**config.mk**
```make
export PLATFORM = sky130hd
export DESIGN_NAME = spell_mem_arbiter
export DESIGN_NICKNAME = d
export VERILOG_FILES = /design/src/rtl/spell_arb_pkg.sv /design/src/rtl/spell_rr_arb2.sv /design/src/rtl/spell_mem_arbiter.sv
export SDC_FILE = /design/constraint.sdc
export NUM_CORES = 1
export LEC_CHECK = 0
export CAP_MARGIN = 20
export CORE_MARGIN = 5
export CORE_UTILIZATION = 27
export DETAILED_ROUTE_END_ITERATION = 8
export MAX_ROUTING_LAYER = met4
export PLACE_DENSITY = 0.84
export SKIP_CTS_REPAIR_TIMING = 1
export SLEW_MARGIN = 20
export SYNTH_ARGS = -nofsm -noshare
export SYNTH_HDL_FRONTEND = slang
export SYNTH_SLANG_ARGS = --single-unit
```
**constraint.sdc**
```tcl
create_clock -name wb_clk_i -period 2.05 [get_ports wb_clk_i]
set_clock_uncertainty 0.2 [all_clocks]
set_input_delay 0.5125 -clock wb_clk_i [delete_from_list [all_inputs] [get_ports wb_clk_i]]
set_output_delay 0.5125 -clock wb_clk_i [all_outputs]
set_load 0.005 [all_outputs]
```
**src/rtl/spell_arb_pkg.sv**
```systemverilog
`default_nettype none
// +----------------------------------------------------------------------------+
// | spell_arb_pkg                                                              |
// | Shared types for the spell SRAM arbiter (FSM states, owner id, widths).    |
// | Revision: 1.0                                                              |
// +----------------------------------------------------------------------------+
package spell_arb_pkg;

    localparam int SPELL_MEM_ADDR_W = 8;

    typedef enum logic [1:0] {
        ST_IDLE   = 2'd0,
        ST_ACCESS = 2'd1,
        ST_RESP   = 2'd2
    } arb_state_e;

    typedef enum logic {
        OWN_WB   = 1'b0,
        OWN_CORE = 1'b1
    } owner_e;

    function automatic owner_e other_owner(input owner_e o);
        return (o == OWN_WB) ? OWN_CORE : OWN_WB;
    endfunction

endpackage
`default_nettype wire

```
**src/rtl/spell_rr_arb2.sv**
```systemverilog
`default_nettype none
// +----------------------------------------------------------------------------+
// | spell_rr_arb2                                                              |
// | Two-way grant: round-robin on ties, or core-first when                     |
// | SPELL_ARB_FIXED_PRIO_EN is defined.                                        |
// | Revision: 1.0                                                              |
// +----------------------------------------------------------------------------+
module spell_rr_arb2
    import spell_arb_pkg::*;
(
    input  logic   req_wb_i,
    input  logic   req_core_i,
    input  owner_e last_owner_i,
    output owner_e grant_o
);

`ifdef SPELL_ARB_FIXED_PRIO_EN
    logic unused_fixed_prio;
    assign unused_fixed_prio = req_wb_i ^ last_owner_i;

    always_comb begin
        grant_o = req_core_i ? OWN_CORE : OWN_WB;
    end
`else
    // On a tie the previous owner yields, so neither side can starve.
    always_comb begin
        grant_o = OWN_WB;
        if (req_wb_i && req_core_i) begin
            grant_o = other_owner(last_owner_i);
        end else if (req_core_i) begin
            grant_o = OWN_CORE;
        end
    end
`endif

endmodule
`default_nettype wire

```
**src/rtl/spell_mem_arbiter.sv**
```systemverilog
`default_nettype none
// +----------------------------------------------------------------------------+
// | spell_mem_arbiter                                                          |
// | Shares one single-port SRAM between Wishbone and the spell core; one       |
// | exclusive 3-cycle slot per access. Option macro: SPELL_ARB_FIXED_PRIO_EN.  |
// | Revision: 1.0                                                              |
// +----------------------------------------------------------------------------+
module spell_mem_arbiter
    import spell_arb_pkg::*;
#(
    parameter int ADDR_W = SPELL_MEM_ADDR_W
) (
    input  logic              wb_clk_i,
    input  logic              wb_rst_i,

    input  logic              wbs_cyc_i,
    input  logic              wbs_stb_i,
    input  logic              wbs_we_i,
    input  logic [3:0]        wbs_sel_i,
    input  logic [31:0]       wbs_adr_i,
    input  logic [31:0]       wbs_dat_i,
    output logic              wbs_ack_o,
    output logic [31:0]       wbs_dat_o,

    input  logic              core_req_i,
    input  logic              core_we_i,
    input  logic [ADDR_W-1:0] core_addr_i,
    input  logic [7:0]        core_wdata_i,
    output logic              core_ack_o,
    output logic [7:0]        core_rdata_o,

    output logic              mem_en_o,
    output logic              mem_we_o,
    output logic [ADDR_W-1:0] mem_addr_o,
    output logic [7:0]        mem_wdata_o,
    input  logic [7:0]        mem_rdata_i
);

    arb_state_e        state_q, state_d;
    owner_e            owner_q, owner_d;
    owner_e            last_owner_q, last_owner_d;
    logic              mem_en_q, mem_en_d;
    logic              mem_we_q, mem_we_d;
    logic [ADDR_W-1:0] mem_addr_q, mem_addr_d;
    logic [7:0]        mem_wdata_q, mem_wdata_d;

    owner_e            w_grant;
    logic              w_wb_req;
    logic              w_in_resp;
    logic [7:0]        w_rdata;

    logic              unused_wb_bits;
    assign unused_wb_bits = ^{wbs_sel_i[3:1], wbs_adr_i[31:ADDR_W], wbs_dat_i[31:8]};

    assign w_wb_req = wbs_cyc_i & wbs_stb_i;

    spell_rr_arb2 u_arb (
        .req_wb_i     (w_wb_req),
        .req_core_i   (core_req_i),
        .last_owner_i (last_owner_q),
        .grant_o      (w_grant)
    );

    always_comb begin
        state_d      = state_q;
        owner_d      = owner_q;
        last_owner_d = last_owner_q;
        mem_en_d     = 1'b0;
        mem_we_d     = 1'b0;
        mem_addr_d   = mem_addr_q;
        mem_wdata_d  = mem_wdata_q;

        case (state_q)
            ST_IDLE: begin
                if (w_wb_req || core_req_i) begin
                    state_d  = ST_ACCESS;
                    owner_d  = w_grant;
                    mem_en_d = 1'b1;
                    if (w_grant == OWN_CORE) begin
                        mem_we_d    = core_we_i;
                        mem_addr_d  = core_addr_i;
                        mem_wdata_d = core_wdata_i;
                    end else begin
                        // A WB write without byte lane 0 still takes a slot, as a read.
                        mem_we_d    = wbs_we_i & wbs_sel_i[0];
                        mem_addr_d  = wbs_adr_i[ADDR_W-1:0];
                        mem_wdata_d = wbs_dat_i[7:0];
                    end
                end
            end
            ST_ACCESS: begin
                state_d = ST_RESP;
            end
            ST_RESP: begin
                last_owner_d = owner_q;
                state_d      = ST_IDLE;
            end
            default: begin
                state_d = ST_IDLE;
            end
        endcase
    end

    always_ff @(posedge wb_clk_i) begin
        if (wb_rst_i) begin
            state_q      <= ST_IDLE;
            owner_q      <= OWN_WB;
            last_owner_q <= OWN_WB;
            mem_en_q     <= 1'b0;
            mem_we_q     <= 1'b0;
            mem_addr_q   <= '0;
            mem_wdata_q  <= 8'h00;
        end else begin
            state_q      <= state_d;
            owner_q      <= owner_d;
            last_owner_q <= last_owner_d;
            mem_en_q     <= mem_en_d;
            mem_we_q     <= mem_we_d;
            mem_addr_q   <= mem_addr_d;
            mem_wdata_q  <= mem_wdata_d;
        end
    end

    // SRAM read data lands in RESP; a withdrawn WB strobe loses its ack there.
    assign w_in_resp    = (state_q == ST_RESP);
    assign w_rdata      = w_in_resp ? mem_rdata_i : 8'h00;
    assign core_ack_o   = w_in_resp && (owner_q == OWN_CORE);
    assign wbs_ack_o    = w_in_resp && (owner_q == OWN_WB) && w_wb_req;
    assign core_rdata_o = w_rdata;
    assign wbs_dat_o    = {24'h000000, w_rdata};

    assign mem_en_o     = mem_en_q;
    assign mem_we_o     = mem_we_q;
    assign mem_addr_o   = mem_addr_q;
    assign mem_wdata_o  = mem_wdata_q;

endmodule
`default_nettype wire

```
==> summary.txt <==
Status
  • Outcome: complete, no violations

Layout
  • Share of cells above drive strength 1: 13.8%
  • Area grow syn2layout: 65.4%
  • Area taken by multi-input logic gates: 712 sq um
  • Post-route design area: 0.00231 sq mm
  • Antenna cells: 0
  • Final net count: 340
  • Fillers: 526
  • Sequential cell area: 442 sq um

Placed design
  • Gpl congestion: 0.703
  • Placed instance area: 0.00221 sq mm
  • HPWL after DPL: 3.40 mm
  • # port buffers: 83

Logic synthesis
  • #FFs+latches synth: 22
  • Sequential element share of the synthesized area: 31.6%
  • Yosys cell types: 27
  • Post-Syn Instances: 163
  • Syn Std Cell Area: 0.00140 sq mm
  • Synthesized area per cell: 8.56 sq um
  • Synth warnings: 0

Floorplan
  • Die area: 0.00670 sq mm
  • Die Width: 81.9 um
  • FP Rows: 26
  • Ports: 159
  • Core area: 0.00507 sq mm
  • Initial Util: 27.5%
  • Die extent in y: 81.9 um

Setup path
  • CP startpoint kind: input port
  • Critical Path RT: 1.34 ns
  • Worst reg2reg setup slack: 0.64 ns
  • CP Data Arrival Time: 1.30 ns
  • CP endpoint kind: primary output
  • WS Path Type: input port to primary output
  • Crit Path Max Fanout: 2

Run
  • Maxcap violations: 0

Timing
  • Period minus WS final: 2.01 ns
  • RSZ-0062 raised after global routing: true
  • Crit share post-route: 97.9%
  • Fmax: 498 MHz
  • Setup violators final: 0
  • Final Hold Fails: 0
  • Max Transition Viols Final: 0

GRT
  • Pin count of the biggest net entering global routing: 23
  • Total grt overflow: 0
  • Global-route wire length before repair: 6.18 mm
  • Initial antenna violation count: 0
  • Vias in the first global route: 1341
  • Tot GR Track Use: 12.1%

Drt
  • Antenna-violating nets left: 0
  • Post-DR vias/cell: 4.50
  • DR DRC count: 0
  • WL/cell: 14.2 um
  • WL final: 4.39 mm
  • Number of DRC markers in iteration 0: 42
  • DRT Pass-1 Iters: 4
  • Vias: 1391

Power and ir drop
  • Max rail drop VDD: 0.233 mV
  • Total Power: 1.14 mW
  • Power per cell area: 494 mW/mm^2
  • Pleak: 1.17 nW

Hold path
  • Hold crit path type: flop to flop

Clock tree
  • Max Root-Sink Buffers: 2
  • CTS Buf Count: 3
  • Root buf cell: clkbuf_8
  • CTS tree: built
  • H-tree depth: 1
  • Skew-Pair Late Insertion Delay: 0.25 ns
  • Clock slew at reported path FFs: 0.07 ns
  • Clock sink count: 22
==> area by class of cell <==
cell class | instances | share of cell area (%)
clock buffers | 3 | 1.79
inverters | 1 | 0.163
flip-flops and latches | 22 | 19.1
well taps | 70 | 3.80
multi-input cells | 116 | 30.9
repair buffers | 97 | 44.3
==> synth_stat cells <==
cell type	count	area share (%)
buf_4	32	17
dfxtp_1	22	32
nand3_1	19	6.8
a21oi_1	17	6.1
o21ai_0	16	5.7
a311oi_2	10	11
and2_1	9	4.0
a311oi_1	6	3.8
buf_2	6	2.2
clkbuf_1	4	1.1
nor2_1	4	1.1
buf_6	3	2.4
a211oi_1	1	0.54
a21bo_2	1	0.72
a21o_1	1	0.54
and2_4	1	0.63
and3_1	1	0.45
and4b_1	1	0.72
buf_1	1	0.27
clkbuf_2	1	0.36
conb_1	1	0.27
inv_2	1	0.27
mux2i_1	1	0.72
nand2_1	1	0.27
nor2b_1	1	0.45
nor3b_1	1	0.54
o211ai_1	1	0.54
==> critical path, stage by stage <==
cell and delay [ns]:
clkdlybuf4s50_1 0.49, and4b_1 0.18, clkbuf_2 0.11
==> worst paths after layout <==
kind | start | endpoint | depth (start not counted)
worst max-delay path | wbs_stb_i | wbs_ack_o | 3
worst min register to register | state_q[1] | state_q[1] | 1
worst max register to register | last_owner_q | mem_addr_o[5] | 4
worst min-delay path | state_q[1] | state_q[1] | 1
==> layer usage <==
metal,GRT usage [%],wire length [um],vias to the layer above
li1,-,-,684
met1,12.6,1580,630
met2,22.1,2210,75
met3,2.96,577,2
met4,3.99,25,0
met5,-,0,-
==> cells by family (layout without fill, tap and decap cells) <==
group                  after synthesis  in the layout  share of synthesized area [%]
AOI/OAI and AO/OA                   53             53                           28.7
and+or+nand+nor                     38             38                           15.0
muxes                                1              1                          0.718
buffers and inverters               48            101                           23.8
DFF                                 22             22                           31.6
other                                1             24                          0.269
==> registers in the layout (all words and copies together) (netlist names) <==
name          flops
mem_en_o          1
mem_wdata_o       8
mem_we_o          1
owner_q           1
last_owner_q      1
state_q           2
mem_addr_o        8
==> placed cells by master (no fill, tap or decap), types with 3 or more instances in the layout <==
cell type	netlist	final
buf_12	0	4
dlymetal6s2s_1	0	17
nor2_1	4	4
a311oi_2	10	10
dfxtp_1	22	21
clkdlybuf4s50_1	0	65
and2_1	9	9
clkbuf_8	0	3
a311oi_1	6	6
conb_1	1	24
a21oi_1	17	17
nand3_1	19	19
buf_4	32	9
o21ai_0	16	16
==> report_power, final <==
part           switching [mW]  internal (mW)
Clock                   0.129          0.131
Combinational           0.155          0.233
Sequential             0.0219          0.470
==> stage by stage <==
step                 TNS, ns  setup WS (ns)  std cells  util (%)  hold slack [ns]
CTS                    -4.73         -0.351        307      44.4            0.269
finish                     0         0.0424        309      45.5            0.232
detailed placement     -5.56         -0.343        304      43.6            0.259
global route        -0.00848       -0.00848        309      45.5            0.261
global placement       -5.13         -0.330        304      43.6            0.223
floorplan                  0          0.357        186         -            0.214
No activity file was read; power rests on OpenSTA's default activity.
==> RTL change 1: new RTL, config.mk and constraints unchanged <==
`mem_wdata_q` no longer has a reset.
--- a/src/rtl/spell_mem_arbiter.sv
+++ b/src/rtl/spell_mem_arbiter.sv
@@ -110,5 +110,4 @@
             mem_we_q     <= 1'b0;
             mem_addr_q   <= '0;
-            mem_wdata_q  <= 8'h00;
         end else begin
             state_q      <= state_d;
@@ -118,6 +117,9 @@
             mem_we_q     <= mem_we_d;
             mem_addr_q   <= mem_addr_d;
-            mem_wdata_q  <= mem_wdata_d;
         end
+    end
+
+    always_ff @(posedge wb_clk_i) begin
+        mem_wdata_q <= mem_wdata_d;
     end
 
Behaviour: not the same (a bounded check fails within 4 cycles, from zero or initial values and one cycle with wb_rst_i high).
==> RTL change 1 against the original RTL <==
- sequential cell count unchanged
- via count down 15%
- wire length down 14%
- final area down 0.22%
- sequential share of layout area up 3.5 points
- power up 7.0%
- largest power group unchanged
- synthesized area down 2.0%
- setup slack worse by 0.0065 ns
- critical path depth unchanged
==> RTL change 1: results (changes against the original RTL) <==
----------------------------------------------------
[Setup path]
  Max FO, Critical Path ... 2 (unchanged)

[Placed design]
  Pre-CTS setup slack ... -0.358 ns (-0.0150 ns)
  GPL Wtd Cong ... 0.709 (+0.90%)
  Placed standard-cell area ... 2180 um2 (-1.6%)
  # placed instances ... 280 (-7.9%)
  Estimated wirelength of the detail-placed design ... 2970 um (-13%)

[Run status]
  Outcome ... complete, no violations

[GRT]
  Global-route usage over all layers ... 0.109 (-0.0116)
  Total overflow reported by the global router ... 0 (unchanged)
  GR Util met2 ... 0.198 (-0.0227)
  Global-route wire length before repair ... 5400 um (-13%)
  Via count of the first global-routing pass ... 1158 (-14%)
  Met1 track utilization from global routing ... 0.121 (-0.00576)
  Global Route met3 Usage ... 0.0322 (+0.00255)
  Maximum number of pins on one net before global-route repair ... 17 (-26%)

[Cells and area]
  Proportion of layout cells with a drive suffix above 1 ... 0.162 (+0.0240)
  Non-filler instance count after layout ... 286 (-7.4%)
  Number of nets at the end of the flow ... 316 (-7.1%)
  Layout filler cell count ... 510 (-3.0%)

[Synth]
  Primary FF master, synth ... sky130_fd_sc_hd__dfxtp_1
  Post-synthesis sequential area ratio ... 0.381 (+0.0649)
  Post-synthesis average cell area ... 10.4 um2 (+21%)
  Warnings from Yosys ... 0 (unchanged)
  Leading post-synthesis cells by instance count ... sky130_fd_sc_hd__buf_4 (33), sky130_fd_sc_hd__dfxtp_1 (14), sky130_fd_sc_hd__nand3_1 (10)
  Number of synthesized flops with an enable pin ... 8 (+8)
  Number of distinct library cell variants in the gate-level netlist after synthesis ... 28 (+3.7%)
  Cell types with the largest area share after synthesis ... sky130_fd_sc_hd__dfxtp_1 (20%), sky130_fd_sc_hd__buf_4 (18%), sky130_fd_sc_hd__edfxtp_1 (18%), sky130_fd_sc_hd__a311oi_2 (8.8%), sky130_fd_sc_hd__mux2_1 (6.6%)

[Detailed routing]
  Met1 WL ... 1460 um (-7.5%)
  Highest routed metal layer ... met4
  Wire length on met2 ... 1820 um (-17%)
  Number of detailed-route iterations in the first pass ... 4 (unchanged)
  Sum of met3 wire segment lengths after detailed routing ... 468 um (-19%)
  Per-cell via count in the routed design ... 4.14 (-8.1%)
  Number of violations reported at the end of detailed-routing iteration 0 ... 20 (-52%)
  Final wirelength ... 3770 um (-14%)

[CTS]
  CTS clock-pin slew for the worst setup and hold paths ... 0.09 ns (+0.02 ns)
  Max clock buf depth ... 2 (unchanged)
  Clock Root Buffer ... sky130_fd_sc_hd__clkbuf_8

[Power and ir drop]
  Maximum vdd ir drop ... 220 uV (-5.8%)
  Leakage power total ... 1.17 nW (+0.76%)

[Timing]
  Worst setup margin ... 0.0359 ns (-0.00650 ns)

----------------------------------------------------
[RTL change 1: changes by cell type in the layout (fill, tap and decap cells not counted), moves of 3 or more]
cell                       before  now
sky130_fd_sc_hd__a311oi_1       6    0
sky130_fd_sc_hd__a21oi_1       17    9
sky130_fd_sc_hd__o21ai_0       16    0
sky130_fd_sc_hd__edfxtp_1       0    8
sky130_fd_sc_hd__o21ai_1        0    8
sky130_fd_sc_hd__nand3_1       19   10
sky130_fd_sc_hd__buf_12         4    1
sky130_fd_sc_hd__dfxtp_1       21   13
sky130_fd_sc_hd__mux2_1         0    8
[RTL change 1: cells by family after synthesis]
kind of cell / Yosys count / share of synthesized area
AND/OR/NAND/NOR: 30 / 0.143
AO/OA/AOI/OAI: 29 / 0.181
multiplexers: 9 / 0.0732
buffers and inverters: 41 / 0.220
flip-flops: 22 / 0.381
other: 1 / 0.00274
[RTL change 1: final timing paths]
check,startpoint,endpoint,slack [ns],depth (start not counted)
hold / removal,state_q[1],state_q[1],0.32,2
setup / recovery,wbs_cyc_i,wbs_ack_o,0.04,3
setup reg to reg,state_q[0],mem_wdata_o[4],0.47,4
hold reg to reg,state_q[1],state_q[1],0.32,2
[RTL change 1: where the power goes]
part	internal (W)	total (W)	leakage (nW)	switching, W
clock network	0.000212	0.000357	0.0339	0.000145
registers	0.000497	0.000513	0.194	0.0000163
logic	0.000213	0.000349	0.947	0.000136
total	0.000922	0.00122	1.17	0.000298
[RTL change 1: layout make-up]
class | count | area (um2) | share of cell area
repair buffers | 96 | 976 | 0.424
inverters | 2 | 10.0 | 0.00435
clock buffers | 4 | 66.3 | 0.0288
flip-flops and latches | 22 | 522 | 0.227
multi-input cells | 92 | 641 | 0.278
well taps | 70 | 87.6 | 0.0380
==> RTL change 2: new RTL, same flow settings <==
Made on the original files. The package constant `SPELL_MEM_ADDR_W` goes from 8 to 6.
--- a/src/rtl/spell_arb_pkg.sv
+++ b/src/rtl/spell_arb_pkg.sv
@@ -7,5 +7,5 @@
 package spell_arb_pkg;
 
-    localparam int SPELL_MEM_ADDR_W = 8;
+    localparam int SPELL_MEM_ADDR_W = 6;
 
     typedef enum logic [1:0] {
Ports: changed (resized core_addr_i and mem_addr_o); port bits go from 159 to 155. The function was not compared with the original's and may differ.
==> RTL change 2 against the original RTL <==
- final area down 2.9%
- synthesized area down 3.0%
- synthesized cell count down 8.0%
- sequential cell count down 2
- setup slack better by 0.0085 ns
- combinational power down 4%
- wire length down 1.6%
- largest cell class unchanged
- non-clock buffer count up 1
- register-to-register slack worse by 0.30 ns
- power down 5.1%
- first-iteration DRC count down 21%
- count of clock-buffer cells in the layout unchanged
- highest routed layer unchanged
==> RTL change 2: results (changes against the original RTL) <==
----------------------------------------------------
[Power and ir drop]
  Clock power frac ... 0.241 (+0.013)
  Cell internal power dissipation ... 0.000777 W (-6.7%)
  Leakage power total ... 1.15 nW (-1.7%)
  Areal power density over the cells ... 483 nW/um2 (-2.2%)
  Share of power burned in combinational logic ... 0.345 (+0.004)
  Maximum vdd ir drop ... 257 uV (+10%)

[GRT]
  Global routing's busiest layer ... met2
  Global Route met3 Usage ... 0.00333 (-0.0263)
  Met1 track utilization from global routing ... 0.167 (+0.0404)
  Maximum number of pins on one net before global-route repair ... 17 (-26%)
  GR Util met2 ... 0.209 (-0.0120)
  Global-route wire length before repair ... 6440 um (+4.2%)
  Via count of the first global-routing pass ... 1369 (+2.1%)
  Global-route usage over all layers ... 0.126 (+0.00541)

[CTS]
  Clock Root Buffer ... sky130_fd_sc_hd__clkbuf_8
  Cts bufs inserted ... 3 (unchanged)
  CTS clock-pin slew for the worst setup and hold paths ... 0.07 ns (about the same)
  Max clock buf depth ... 2 (unchanged)
  Clock latency reported for the late side of the worst-skew pair ... 0.25 ns (about the same)

[Detailed routing]
  Number of violations reported at the end of detailed-routing iteration 0 ... 33 (-21%)
  Highest routed metal layer ... met4
  Met1 WL ... 1760 um (+12%)
  Wire length on met2 ... 2240 um (+1.7%)
  Final wirelength ... 4320 um (-1.6%)
  Sum of met3 wire segment lengths after detailed routing ... 262 um (-55%)
  Number of detailed-route iterations in the first pass ... 4 (unchanged)
  Via count of the routed design ... 1334 (-4.1%)

[Cells and area]
  Number of nets at the end of the flow ... 330 (-2.9%)
  Proportion of layout cells with a drive suffix above 1 ... 0.229 (+0.0914)
  Number of inserted diodes ... 0 (unchanged)
  Layout filler cell count ... 463 (-12%)
  Flip-flop count of the largest register after layout ... 8

[Synth]
  Fraction of registers with async set or reset after synthesis ... 0 (unchanged)
  Number of distinct library cell variants in the gate-level netlist after synthesis ... 30 (+11%)
  Primary FF master, synth ... sky130_fd_sc_hd__dfxtp_1
  Cell types with the largest area share after synthesis ... sky130_fd_sc_hd__dfxtp_1 (30%), sky130_fd_sc_hd__buf_4 (19%), sky130_fd_sc_hd__a311oi_2 (12%), sky130_fd_sc_hd__nand3_1 (5.9%), sky130_fd_sc_hd__a21oi_1 (5.5%)
  Warnings from Yosys ... 0 (unchanged)
  Leading post-synthesis cells by instance count ... sky130_fd_sc_hd__buf_4 (34), sky130_fd_sc_hd__dfxtp_1 (20), sky130_fd_sc_hd__nand3_1 (16)
  Post-synthesis sequential area ratio ... 0.296 (-0.0199)

[Run status]
  Outcome ... complete, no violations

[Placed design]
  Placed standard-cell area ... 2140 um2 (-3.4%)
  Quantity of I/O buffers inserted on ports ... 77 (-7.2%)
  Estimated wirelength of the detail-placed design ... 3350 um (-1.6%)
  GPL Wtd Cong ... 0.748 (+6.5%)

[Worst hold path]
  Type of the most critical hold path ... flip-flop to flip-flop

[Setup path]
  Max FO, Critical Path ... 2 (unchanged)

----------------------------------------------------
==> RTL change 2: critical path, cell delays in order <==
cell                              delay (ns)
sky130_fd_sc_hd__clkdlybuf4s50_1        0.47
sky130_fd_sc_hd__and4b_1                0.19
sky130_fd_sc_hd__clkbuf_2               0.11
==> RTL change 2: path summary, 6_finish.rpt <==
check	cells after the start	from	slack, ns	endpoint
worst max-delay path	3	wbs_cyc_i	0.05	wbs_ack_o
worst min-delay path	2	state_q[1]	0.32	state_q[1]
worst max register to register	4	state_q[0]	0.34	mem_addr_o[2]
worst min register to register	2	state_q[1]	0.32	state_q[1]
==> RTL change 2: final cells by class <==
cell class / instances / share of cell area
clock buffers: 3 / 0.0184
flip-flops and latches: 20 / 0.179
repair buffers: 98 / 0.437
inverters: 1 / 0.00168
well taps: 67 / 0.0374
multi-input cells: 109 / 0.326
==> RTL change 2: logic make-up (layout without fill, tap and decap cells) <==
group | Yosys count | after routing | synth area share
flops | 20 | 20 | 0.296
simple gates | 36 | 36 | 0.162
other cells | 1 | 24 | 0.00277
compound gates | 48 | 48 | 0.299
mux | 1 | 1 | 0.00739
buf+inv | 44 | 102 | 0.234
==> RTL change 2: per-stage QoR <==
stage	hold WS (ns)	setup TNS [ns]	utilization	std cells	worst slack [ns]
floorplan	0.247	0	-	173	0.400
global placement	0.300	-5.08	0.447	293	-0.345
detailed placement	0.310	-5.92	0.447	293	-0.345
CTS	0.324	-4.82	0.455	296	-0.348
global route	0.348	-0.00242	0.468	298	-0.00242
finish	0.316	0	0.468	298	0.0509
